### src/rtl/fost_dump_pkg.sv
// Shared types and constants for the post-halt state dump engine.
package fost_dump_pkg;

    // Dump sequencer states: memory words go through request/wait/output,
    // register words through request/output (register reads are same-cycle).
    typedef enum logic [2:0] {
        S_IDLE     = 3'd0,
        S_MEM_REQ  = 3'd1,
        S_MEM_WAIT = 3'd2,
        S_MEM_OUT  = 3'd3,
        S_REG_REQ  = 3'd4,
        S_REG_OUT  = 3'd5,
        S_DONE     = 3'd6
    } dump_state_t;

    // Tag carried with every dumped word.
    localparam logic KIND_MEM = 1'b0;
    localparam logic KIND_REG = 1'b1;

    // Larger of two integers, used to size the shared word counter.
    function automatic int max_int(input int a, input int b);
        return (a > b) ? a : b;
    endfunction

endpackage

### src/rtl/falling_edge_det.sv
// Registers a level and emits a one-cycle pulse when it goes from high to low.
module falling_edge_det (
    input  logic CLK,
    input  logic rst,
    input  logic sig,
    output logic fall
);

    logic sig_q;

    // Previous sample; resets high so a line already low at release counts as a fall.
    always_ff @(posedge CLK or negedge rst) begin
        if (!rst) begin
            sig_q <= 1'b1;
        end else begin
            sig_q <= sig;
        end
    end

    assign fall = sig_q & ~sig;

endmodule

### src/rtl/halt_state_dump.sv
// Post-halt dump engine: on a falling halt line it streams a window of data
// memory followed by the whole register file over a valid/ready channel.
module halt_state_dump
    import fost_dump_pkg::*;
#(
    parameter int DATA_W     = 16,
    parameter int MEM_ADDR_W = 8,
    parameter int MEM_N      = 16,
    parameter int REG_N      = 8,
    parameter int REG_IDX_W  = $clog2(REG_N)
) (
    input  logic                  CLK,
    input  logic                  rst,
    input  logic                  do_halt,
    input  logic [MEM_ADDR_W-1:0] dump_base,
    output logic                  mem_rd_en,
    output logic [MEM_ADDR_W-1:0] mem_addr,
    input  logic [DATA_W-1:0]     mem_rdata,
    output logic [REG_IDX_W-1:0]  reg_idx,
    input  logic [DATA_W-1:0]     reg_rdata,
    output logic                  out_valid,
    input  logic                  out_ready,
    output logic                  out_kind,
    output logic [MEM_ADDR_W-1:0] out_index,
    output logic [DATA_W-1:0]     out_data,
    output logic                  busy,
    output logic                  done
);

    // One counter walks both the memory window and the register file, so it
    // must hold the larger of the two index ranges.
    localparam int CNT_W = max_int(MEM_ADDR_W, REG_IDX_W);

    if (MEM_N < 1) begin : g_bad_mem_n
        $error("halt_state_dump: MEM_N must be at least 1");
    end
    if (REG_N < 1) begin : g_bad_reg_n
        $error("halt_state_dump: REG_N must be at least 1");
    end
    if (MEM_N > (1 << MEM_ADDR_W)) begin : g_bad_mem_window
        $error("halt_state_dump: MEM_N exceeds the addressable memory");
    end

    dump_state_t           state;
    dump_state_t           state_nx;
    logic [CNT_W-1:0]      cnt;
    logic [MEM_ADDR_W-1:0] base_q;
    logic                  start;
    logic                  last_mem;
    logic                  last_reg;
    logic                  accept;

    falling_edge_det u_halt_edge (
        .CLK  (CLK),
        .rst  (rst),
        .sig  (do_halt),
        .fall (start)
    );

    assign last_mem = (cnt == CNT_W'(MEM_N - 1));
    assign last_reg = (cnt == CNT_W'(REG_N - 1));
    assign accept   = out_valid & out_ready;

    // Next-state selection; a start pulse outside IDLE is deliberately ignored.
    always_comb begin
        state_nx = state;
        unique case (state)
            S_IDLE:     if (start) state_nx = S_MEM_REQ;
            S_MEM_REQ:  state_nx = S_MEM_WAIT;
            S_MEM_WAIT: state_nx = S_MEM_OUT;
            S_MEM_OUT:  if (out_ready) state_nx = last_mem ? S_REG_REQ : S_MEM_REQ;
            S_REG_REQ:  state_nx = S_REG_OUT;
            S_REG_OUT:  if (out_ready) state_nx = last_reg ? S_DONE : S_REG_REQ;
            S_DONE:     if (do_halt) state_nx = S_IDLE;
            default:    state_nx = S_IDLE;
        endcase
    end

    // State register; reset abandons any partial dump.
    always_ff @(posedge CLK or negedge rst) begin
        if (!rst) begin
            state <= S_IDLE;
        end else begin
            state <= state_nx;
        end
    end

    // Word counter: cleared at start and between the memory and register phases.
    always_ff @(posedge CLK or negedge rst) begin
        if (!rst) begin
            cnt <= '0;
        end else begin
            case (state)
                S_IDLE: begin
                    if (start) cnt <= '0;
                end
                S_MEM_OUT: begin
                    if (accept) cnt <= last_mem ? '0 : cnt + CNT_W'(1);
                end
                S_REG_OUT: begin
                    if (accept) cnt <= last_reg ? '0 : cnt + CNT_W'(1);
                end
                default: ;
            endcase
        end
    end

    // Window base is captured once per dump so the caller may change it afterwards.
    always_ff @(posedge CLK) begin
        if (state == S_IDLE && start) begin
            base_q <= dump_base;
        end
    end

    // Output word holding register; only loaded outside the OUT states, so it
    // stays stable for as long as the consumer stalls.
    always_ff @(posedge CLK or negedge rst) begin
        if (!rst) begin
            out_data  <= '0;
            out_kind  <= KIND_MEM;
            out_index <= '0;
        end else if (state == S_MEM_WAIT) begin
            out_data  <= mem_rdata;
            out_kind  <= KIND_MEM;
            out_index <= MEM_ADDR_W'(cnt);
        end else if (state == S_REG_REQ) begin
            out_data  <= reg_rdata;
            out_kind  <= KIND_REG;
            out_index <= MEM_ADDR_W'(cnt);
        end
    end

    // Read strobes and status decode straight from state; the address adder
    // wraps modulo the memory size by construction.
    always_comb begin
        mem_rd_en = (state == S_MEM_REQ);
        mem_addr  = '0;
        reg_idx   = '0;
        if (state == S_MEM_REQ) begin
            mem_addr = base_q + MEM_ADDR_W'(cnt);
        end
        if (state == S_REG_REQ) begin
            reg_idx = REG_IDX_W'(cnt);
        end
        out_valid = (state == S_MEM_OUT) || (state == S_REG_OUT);
        busy      = (state != S_IDLE) && (state != S_DONE);
        done      = (state == S_DONE);
    end

endmodule

### config.mk
export PLATFORM = sky130hd
export DESIGN_NAME = halt_state_dump
export DESIGN_NICKNAME = d
export VERILOG_FILES = /design/src/rtl/fost_dump_pkg.sv /design/src/rtl/falling_edge_det.sv /design/src/rtl/halt_state_dump.sv
export SDC_FILE = /design/constraint.sdc
export NUM_CORES = 1
export LEC_CHECK = 0
export CAP_MARGIN = 20
export CORE_UTILIZATION = 34
export DETAILED_ROUTE_END_ITERATION = 6
export SLEW_MARGIN = 5
export SYNTH_ARGS = -nofsm -noshare
export SYNTH_HDL_FRONTEND = slang
export SYNTH_HIERARCHICAL = 1
export SYNTH_SLANG_ARGS = --single-unit
export TNS_END_PERCENT = 20
### constraint.sdc
create_clock -name CLK -period 2.37 [get_ports CLK]
set_input_delay 0.3555 -clock CLK [delete_from_list [all_inputs] [get_ports CLK]]
set_output_delay 0.3555 -clock CLK [all_outputs]
set_load 0.02 [all_outputs]
# Word level (Yosys, flattened, before mapping)

Cells that the tools add are included.
W data, S select, Z words.

Word-level logic and storage cells: 57
Flip-flop bits (word level): 45
Output and inout bits: 40
Input port bits: 44

$add $sub $neg: 2
Eq/ne operators: 15
Bitwise logic cells: 3
Reductions and logical operators: 9
Mux-type cells: 21

Operator list:

| cell                  | count |
|---|---|
| $mux W8               | 8 |
| $mux W16              | 2 |
| $pmux W8 S3           | 1 |
| $pmux W3 S7           | 1 |
| $mux W3               | 6 |
| $ne A2 B2 Y1 const B  | 6 |
| $eq A3 B3 Y1 const B  | 3 |
| $add A8 B1 Y8 const B | 1 |
| $add A8 B8 Y8         | 1 |
| $eq A8 B3 Y1 const B  | 1 |
| $eq A8 B4 Y1 const B  | 1 |
| $reduce_and A4 Y1     | 2 |
| $eq A3 B2 Y1 const B  | 2 |
| $reduce_bool A3 Y1    | 2 |
| $eq A3 B1 Y1 const B  | 1 |
| $logic_not A3 Y1      | 1 |
| $ne A3 B3 Y1 const B  | 1 |
| $and A1 B1 Y1         | 2 |
| $logic_and A1 B1 Y1   | 2 |
| $mux W1               | 2 |
| $mux W2               | 1 |
| $reduce_bool A2 Y1    | 1 |
| $logic_or A1 B1 Y1    | 1 |
| $not A1 Y1            | 1 |

# Depth between registers and ports, before layout

Gate-level depths: netlist (run 1).

Word-level depth: 5
Depth in mapped cells: 8
Depth with buffers taken out: 7

# Cells and area by module

The synthesis (run 1) kept the hierarchy.

Modules (own cells, without submodules):

| module           | cells an instance | area an instance (sq um) | instances | sequential area each (sq um) |
|---|---|---|---|---|
| halt_state_dump  | 241               | 2409.8                   | 1         | 1141.1 |
| falling_edge_det | 2                 | 40.0                     | 1         | 26.3 |

# Worst setup path before layout (run 1)

OpenSTA, ideal clock, no wires.

Kind: flip-flop to output port
Start point: reg cnt[0]
End point: out mem_addr[4]
Data required time: 2014 ps
Arrival: 1928 ps
Path slack: 86 ps
Cell stages (with the launch flop): 7
Buffers on the path: 0
Cells stage by stage: dfrtp_1 > ha_1 > fa_1 > a21o_1 > a21oi_1 > nor2b_1 > nor3_1

Cells in the longest elaborated chain, start to end: 2

Ends and longest elaborated chain:

| what                     | RTL line               | text |
|---|---|---|
| start: declaration       | halt_state_dump.sv:46  | `logic [CNT_W-1:0] cnt;` |
| start signal: assignment | halt_state_dump.sv:98  | `if (accept) cnt <= last_mem ? '0 : cnt + CNT_W'(1);` |
| start signal: assignment | halt_state_dump.sv:101 | `if (accept) cnt <= last_reg ? '0 : cnt + CNT_W'(1);` |
| $add A8 B8 Y8            | halt_state_dump.sv:140 | `mem_addr = base_q + MEM_ADDR_W'(cnt);` |
| $mux W8                  | halt_state_dump.sv:139 | `if (state == S_MEM_REQ) begin` |
| end: declaration         | halt_state_dump.sv:17  | `output logic [MEM_ADDR_W-1:0] mem_addr,` |

No other way between the ends.

# Worst setup path after layout (run 1)

Start point: reg base_q[0]
End point: out mem_addr[6]

Cells in the longest elaborated chain, start to end: 2

Ends and longest elaborated chain:

| what                     | RTL line               | text |
|---|---|---|
| start: declaration       | halt_state_dump.sv:47  | `logic [MEM_ADDR_W-1:0] base_q;` |
| start signal: assignment | halt_state_dump.sv:111 | `base_q <= dump_base;` |
| $add A8 B8 Y8            | halt_state_dump.sv:140 |  |
| $mux W8                  | halt_state_dump.sv:139 |  |

No other way between the ends.

==> results of run 1 <==
-- worst paths after layout --
check / to / slack, ps / from / cells past startpoint
max: mem_addr[6] / 20 / base_q[0] / 8
min in group CLK: out_index[1] / 510 / out_index[1] / 1
max reg2reg: cnt[0] / 190 / cnt[4] / 6
min reg2reg: out_index[1] / 510 / out_index[1] / 1
max in group asynchronous: cnt[1] / 1630 / rst / 1
min: cnt[2] / 160 / rst / 1
-- worst max-delay path, cell delays in order, from the launching register on --
cell and delay (ps):
edfxtp_1 420, ha_4 200, fa_2 340, a21o_1 170, a21oi_2 150, nor2b_2 70, nand4b_1 90, o211ai_1 90
buf_4 160
-- layout make-up --
type,instances,area (sq um),area share
Multi-Input combinational cell,182,1290,0.350
Timing Repair Buffer,107,1000,0.271
Tap cell,96,120,0.0326
Sequential cell,45,1170,0.317
Clock buffer,8,80.1,0.0217
Inverter,7,26.3,0.00713
-- layout by cell type, fill, tap and decap left out, types with 3 or more instances in the layout --
| cell type | n |
|---|---|
| o211ai_1 | 4 |
| dfrtp_1 | 35 |
| edfxtp_1 | 8 |
| xnor2_1 | 3 |
| clkbuf_1 | 3 |
| ha_1 | 6 |
| and2_1 | 3 |
| nand2_1 | 31 |
| a21oi_1 | 3 |
| dlygate4sd2_1 | 5 |
| clkbuf_8 | 5 |
| clkdlybuf4s50_1 | 72 |
| a22o_1 | 3 |
| a31oi_1 | 3 |
| mux2_2 | 9 |
| nor2_1 | 13 |
| inv_1 | 7 |
| nand2b_1 | 3 |
| nor2b_1 | 4 |
| and3_1 | 5 |
| o21ai_0 | 32 |
| nor2_2 | 3 |
| nand3_1 | 5 |
| ha_4 | 3 |
| mux2i_1 | 16 |
| buf_4 | 26 |
-- state kept, by name, indices dropped and copies added (netlist names) --
signal	cells
cnt	8
out_data	16
out_kind	1
out_index	8
u_halt_edge/sig_q	1
state	3
base_q	8
-- repair_timing --
action | CTS | global route
pin swaps | 0 | 2
resized for setup | 21 | 14
setup endpoints to repair | 9 | 9
setup buffers | 0 | 2
-- report_power, final --
part | internal, mW | total, mW | leakage, nW | switching [mW]
clock network | 0.210 | 0.461 | 0.0395 | 0.251
registers | 0.999 | 1.12 | 0.552 | 0.121
logic | 0.870 | 1.85 | 0.934 | 0.977
-- per-layer routing --
layer,global-route usage,vias to the layer above
li1,-,1077
met1,0.221,1065
met2,0.292,50
met3,0.0436,8
met4,0.0515,0
met5,0,-
-- through the flow --
stage | cell area, sq um | std cells
after floorplan | 2450 | 243
after global placement | 3530 | 435
after detailed placement | 3530 | 435
after CTS | 3610 | 443
after global routing | 3680 | 445
final | 3680 | 445
-- logic make-up after synthesis --
| logic type | count (synthesis) |
|---|---|
| and+or+nand+nor | 83 |
| AOI/OAI and AO/OA | 60 |
| DFF | 45 |
| muxes | 25 |
| buffers and inverters | 16 |
| adders and majority gates | 10 |
| xor gates and xnor gates | 4 |
==> flow_summary.toml, run 1 <==
[status]
status = "completed"

[yosys]
ys_types = 46
synth_seq_area_share = 0.477
synthMuxAreaShare = 0.107
synth_xor_area_frac = 0.0143
async_flop_share = 0.822
synthesis.area_sq_um = 2450
synth-compound-area-share = 0.152
synth_area_leaders = "dfrtp_1 37%, edfxtp_1 9.8%, mux2i_1 6.5%"
synthCells = 243
yosysTopAreaCell = "dfrtp_1"
synth_edf_count = 8
ys_ff_latch = 45
synth.avg_cell_area_sq_um = 10.1
ys_warn_count = 6
synth.net_count = 297
synth_top_family_by_area = "simple AND/OR/NAND/NOR gates"
synth_adder_area_share = 0.0541
yosys-top-cells-count = "36 x dfrtp_1, 32 x o21ai_0, 31 x nand2_1, 16 x mux2i_1, 15 x nor2_1"
synth_flop_cell = "dfrtp_1"
synthSimpleGateAreaFrac = 0.171
yosysTopAreaCellShare = 0.368
synth.most_common_cell = "dfrtp_1"

[die]
rows = 30
dieArea_sq_um = 7550
start_util = 0.357
ios = 84
die_y_microns = 86.9
core_area_sq_um = 6870
die_w_microns = 86.9

[grt]
overflow = 0
antenna_found_initial = 0
grt_use_total = 0.174
grt_max_degree = 38
grt_pass1_wl_microns = 9980
grt_pass1_vias = 2072

[place]
portBuffers = 83
hpwl_microns = 4570
place_congestion = 0.804
place_ws_ps = -191

[clocking]
cts_tree = "built"
clk_latency_ps = 300
cts-root-buf = "clkbuf_8"
path_clk_slew_ps = 90
clock_path_buffers = 2
postCtsHoldBufs = 0
htreeDepth = 2
cts.sinks = 45
cts_buffers = 5

[run]
maxCapViolCount = 0

[route]
vias = 2200
drt_wl_total_microns = 6190
drc_errors = 0
drtPass1Iterations = 4
antenna_left = 0
wl_met2_microns = 3070
wl_per_cell_microns = 13.9
drt_iter0_drc = 70
routed_via_density = 4.94
wl_met3_microns = 236
met1_length_microns = 2780
highest_layer = "met4"

[cells_and_area]
antenna_cells = 0
fin_util = 0.536
drive_above_1_share = 0.172
fill_cells = 623
syn_to_final_growth_pct = 50.4
nNetsFinal = 402

[sta]
rsz0062_at_grt = "true"
worst_slew_pin_slew_ps = 853
finalMaxSlewViolations = 0
timing.fmax_mhz = 425
period_minus_slack_ps = 2350
setup-violations-final = 0
min_period_over_period = 0.992
fin_ws_ps = 17.8
hold_ws_ps = 165
timing.slew.headroom = 0.432
finalHoldViolations = 0
clock_skew_ps = 10.7
setup_tns_ps = 0

[pwr]
powerDensity_nw_per_um2 = 931
p_leak_nw = 1.53
finalPower_mw = 3.43
ir_drop_uv = 355

[setup_path]
worstSetupStartpointType = "register"
cp_max_fo = 3
end_kind = "output pin"
criticalPathCategory = "reg -> out"
cp.arrival_ps = 2000
critPathRequiredTime_ps = 2010

[worst_hold_path]
hp-class = "in -> async"
Note: power is estimated with default switching activity, not from simulation.
==> inputs of run 2 (changes only) <==
- GPL_TIMING_DRIVEN: unset -> 0
- SLEW_MARGIN: 5 -> 20
- clock period: 2.37 -> 2.65 ns (I/O delays scaled with it)
==> run 2 against run 1 <==
Flip-flop and latch count unchanged. Die area unchanged. Setup slack improved by 37 ps. Non-clock buffer count decreased by 14. First-iteration DRC count increased by 46%. Critical path depth unchanged. Count of clock-buffer cells in the layout decreased by 2. Register-to-register slack improved by 330 ps. Largest cell class unchanged. Hold slack got worse by 110 ps.
==> flow_summary.toml, run 2 (synthesized netlist as in run 1, its figures left out) <==
[die]
core_area_sq_um = 6870
start_util = 0.357
die_w_microns = 86.9
die_y_microns = 86.9
dieArea_sq_um = 7550
ios = 84
rows = 30

[pwr]
power_frac_clock = 0.159
powerDensity_nw_per_um2 = 853
ir_drop_uv = 285
seqPwrFrac = 0.344
p_sw_mw = 1.20
comb_power_share = 0.496
p_leak_nw = 1.46
intPower_mw = 1.81
sw_frac_of_total = 0.399
finalPower_mw = 3.01

[grt]
grt_max_degree = 21
grt_pass1_vias = 2038
antenna_found_initial = 0
grt_pass1_wl_microns = 9920
grt_use_total = 0.170
overflow = 0

[route]
drt_iter0_drc = 102
wl_per_cell_microns = 14.3
antenna_left = 0
drc_errors = 0
drtPass1Iterations = 4
vias = 2160
routed_via_density = 5.02
drt_wl_total_microns = 6150

[cells_and_area]
layout_common_cells = "72 x clkdlybuf4s50_1, 33 x dfrtp_1, 32 x o21ai_0"
drive_above_1_share = 0.120
fill_cells = 665
antenna_cells = 0
largest_register_ffs = 16
nNetsFinal = 388
final_common_cell = "clkdlybuf4s50_1"
largest_register = "out_data"
fin_util = 0.513
fin_cells = 430
syn_to_final_growth_pct = 43.8

[place]
portBuffers = 83
hpwl_microns = 4640
place_congestion = 0.838
place_ws_ps = -117
place_inst = 424

[sta]
finalHoldViolations = 0
rsz0062_at_grt = "true"
min_period_over_period = 0.979
timing.fmax_mhz = 385
worst_slew_pin_slew_ps = 664
clock_skew_ps = 9.05
hold_ws_ps = 52.7
setup-violations-final = 0
period_minus_slack_ps = 2600
fin_ws_ps = 54.8
timing.slew.headroom = 0.553
finalMaxSlewViolations = 0

[status]
status = "completed"

[setup_path]
end_kind = "output pin"
cp_max_fo = 7
critPathRequiredTime_ps = 2250
cp.arrival_ps = 2200
criticalPathCategory = "reg -> out"
worstSetupStartpointType = "register"
reg2reg_depth = 5

[clocking]
cts.sinks = 45
cts-root-buf = "clkbuf_8"
clk_latency_ps = 290
clock_path_buffers = 2
cts_tree = "built"
cts_buffers = 5
htreeDepth = 2
path_clk_slew_ps = 90

[worst_hold_path]
hp-class = "in -> async"

[run]
maxCapViolCount = 0
-- run 2: cell count changes in the layout (fill, tap and decap cells not counted), sizes merged --
cell           change
dlygate4sd2        -3
clkinv             +1
clkbuf             +7
buf               -19
clkdlybuf4s15      -2
dlymetal6s2s       +1
-- run 2: cell type report --
class,count,area [sq um],share of cell area
Inverter,7,26.3,0.00746
Multi-Input combinational cell,182,1230,0.350
Clock inverter,1,5.00,0.00142
Timing Repair Buffer,85,831,0.236
Clock buffer,6,93.8,0.0266
Sequential cell,45,1170,0.333
Tap cell,96,120,0.0341
Buffer,8,43.8,0.0124
-- run 2: routing by layer --
| layer | vias to the layer above | global-route usage | wire [microns] | share of wire |
|---|---|---|---|---|
| li1 | 1059 | - | - | - |
| met1 | 1028 | 0.219 | 2780 | 0.45 |
| met2 | 63 | 0.286 | 3010 | 0.49 |
| met3 | 10 | 0.0294 | 203 | 0.033 |
| met4 | 0 | 0.0652 | 152 | 0.025 |
| met5 | - | 0 | 0 | 0 |
-- run 2: stage by stage --
step	instance area (sq um)	setup TNS [ps]
floorplan	2450	0
global placement	3400	-2290
detailed placement	3430	-519
CTS	3530	0
global route	3520	-71.1
finish	3520	0
-- run 2: path summary, 6_finish.rpt --
| kind | start | slack, ps | endpoint |
|---|---|---|---|
| max in group asynchronous | rst | 2120 | cnt[0] |
| min reg2reg | out_index[2] | 510 | out_index[2] |
| max | cnt[0] | 50 | mem_addr[6] |
| min | rst | 50 | out_data[14] |
| min in group CLK | out_index[2] | 510 | out_index[2] |
| max reg2reg | cnt[4] | 520 | cnt[6] |
-- run 2: power groups by stage --
stage               registers (mW)  logic (mW)  clock network [mW]
finish                        1.04        1.49               0.478
global placement              1.02        1.53                   0
CTS                           1.01        1.54               0.490
global route                  1.06        1.63               0.523
detailed placement            1.03        1.55                   0
floorplan                     1.18       0.712                   0
-- run 2: timing repair --
action	in CTS	in global routing
buffers inserted	0	0
hold buffers	0	0
setup endpoints to repair	11	12
resized for setup	21	13
endpoints found under the hold margin	0	0
-- run 2: critical path: stages (launching register included) --
cell and delay (ps):
dfrtp_2 470, ha_2 230, fa_1 400, a21o_1 170, a21oi_1 170, nor2b_1 100, nand4b_1 110, o211ai_1 90
buf_2 170
==> inputs of run 3 (changes only) <==
--- a/config.mk
+++ b/config.mk
@@ -7,7 +7,8 @@
 export LEC_CHECK = 0
 export CAP_MARGIN = 20
-export CORE_UTILIZATION = 34
+export CORE_UTILIZATION = 46
 export DETAILED_ROUTE_END_ITERATION = 6
 export GPL_TIMING_DRIVEN = 0
+export PLACE_DENSITY = 0.81
 export SLEW_MARGIN = 20
 export SYNTH_ARGS = -nofsm -noshare
==> constraint.sdc (replaced) <==
create_clock -name CLK -period 2.65 [get_ports CLK]
set_input_delay 0.53 -clock CLK [delete_from_list [all_inputs] [get_ports CLK]]
set_output_delay 0.53 -clock CLK [all_outputs]
set_load 0.02 [all_outputs]
==> run 3 against run 2 <==
Flip-flop and latch count is the same. Clock power shrank 11%. Hold slack gained 93 ps. Wire length grew 1.6%. Utilization grew 18 points. Sequential power shrank 4%. Via count grew 5.0%. Maximum frequency shrank 1.2%. Setup slack lost 30 ps. Count of clock-buffer cells in the layout is the same. Final cell count shrank 5.1%. Register-to-register slack is essentially flat. Critical path type unchanged. Largest cell class unchanged.
==> flow_summary.toml, run 3 (synthesized netlist as in run 1, its figures left out) <==
[clocking]
postCtsHoldBufs = 0
clock_path_buffers = 2
htreeDepth = 2
cts.sinks = 45
clk_latency_ps = 310
cts-root-buf = "clkbuf_8"
cts_tree = "built"
path_clk_slew_ps = 90
cts_buffers = 5

[cells_and_area]
largest_register = "out_data"
regArea_sq_um = 1170
antenna_cells = 0
fill_cells = 408
final_cell_area_sq_um = 3530
drive_above_1_share = 0.136
layout_common_cells = "70 x clkdlybuf4s50_1, 33 x dfrtp_1, 32 x o21ai_0"
largest_register_ffs = 16
syn_to_final_growth_pct = 43.9
fin_cells = 408
multiInputGateArea_sq_um = 1250
nNetsFinal = 391
final_common_cell = "clkdlybuf4s50_1"

[route]
vias = 2267
drc_errors = 0
wl_per_cell_microns = 15.3
drt_iter0_drc = 133
drt_wl_total_microns = 6250
drtPass1Iterations = 4
antenna_left = 0
routed_via_density = 5.56

[sta]
hold_ws_ps = 145
timing.fmax_mhz = 381
finalHoldViolations = 0
min_period_over_period = 0.991
clock_skew_ps = 8.94
finalMaxSlewViolations = 0
worst_slew_pin_slew_ps = 733
timing.slew.headroom = 0.506
setup-violations-final = 0
fin_ws_ps = 24.4
rsz0062_at_grt = "true"
period_minus_slack_ps = 2630

[grt]
overflow = 0
grt_pass1_wl_microns = 9870
grt_max_degree = 23
grt_pass1_vias = 2055
grt_use_total = 0.237
antenna_found_initial = 0

[die]
die_w_microns = 75.0
start_util = 0.480
rows = 26
dieArea_sq_um = 5620
ios = 84
die_y_microns = 75.0
core_area_sq_um = 5110

[pwr]
comb_power_share = 0.525
power_frac_clock = 0.141
intPower_mw = 1.78
powerDensity_nw_per_um2 = 853
seqPwrFrac = 0.334
sw_frac_of_total = 0.408
p_sw_mw = 1.23
ir_drop_uv = 437
p_leak_nw = 1.45

[status]
status = "completed"

[setup_path]
worstSetupStartpointType = "register"
criticalPathCategory = "reg -> out"
cp_max_fo = 3
end_kind = "output pin"
r2r_setup_slack_ps = 510
cp.arrival_ps = 2100
critPathRequiredTime_ps = 2120

[place]
place_inst = 398
placed_area_sq_um = 3400
place_congestion = 0.840
portBuffers = 83
place_ws_ps = -255
hpwl_microns = 4680

[run]
maxCapViolCount = 0

[worst_hold_path]
hp-class = "in -> async"
==> run 3: final cells by class <==
type                    count  share of cell area
multi-input cells         182               0.354
clock inverters             2             0.00284
inverters                   7             0.00745
flip-flops and latches     45               0.332
well taps                  70              0.0248
repair buffers             88               0.248
plain buffers               8              0.0106
clock buffers               6              0.0206
==> run 3: stage by stage <==
| stage | total power [mW] | setup TNS (ps) | utilization |
|---|---|---|---|
| floorplan | 1.89 | 0 | - |
| global placement | 2.52 | -3280 | 0.659 |
| detailed placement | 2.59 | -1200 | 0.666 |
| CTS | 2.99 | -33.9 | 0.686 |
| global route | 3.21 | -158 | 0.690 |
| finish | 3.01 | 0 | 0.690 |
==> run 3: power by group through the flow <==
stage	combinational [mW]	clock, mW	sequential [mW]
6_report	1.58	0.424	1.00
2_1_floorplan	0.712	0	1.18
4_1_cts	1.56	0.425	1.01
5_1_grt	1.73	0.453	1.03
3_3_place_gp	1.50	0	1.02
3_5_place_dp	1.56	0	1.03
==> run 3: critical path: stages (launching register included) <==
cell and delay [ps]:
dfrtp_2 420, ha_1 240, fa_2 360, a21o_1 180, a21oi_2 150, nor2b_1 90
nand4b_1 100, o211ai_1 90, buf_4 170
==> run 3: path summary, 6_finish.rpt <==
check | endpoint | start | cells past startpoint
min in group CLK | out_index[1] | out_index[1] | 1
hold / removal | out_data[15] | rst | 1
setup reg to reg | cnt[3] | cnt[4] | 5
max in group asynchronous | u_halt_edge/sig_q | rst | 2
setup / recovery | mem_addr[6] | cnt[0] | 8
hold reg to reg | out_index[1] | out_index[1] | 1
==> run 3: what timing repair did <==
item | 4_1_cts | 5_1_grt
endpoints found under the hold margin | 0 | 0
gates cloned | 0 | 0
resized for setup | 35 | 10
pin swaps | 0 | 4
endpoints found under the setup margin | 14 | 11
buffers inserted | 1 | 2
==> run 3: metal layers <==
| layer | routed length, microns | global-route usage |
|---|---|---|
| met5 | 0 | 0 |
| met2 | 3260 | 0.419 |
| met3 | 362 | 0.0509 |
| met1 | 2570 | 0.292 |
| met4 | 53 | 0.0629 |
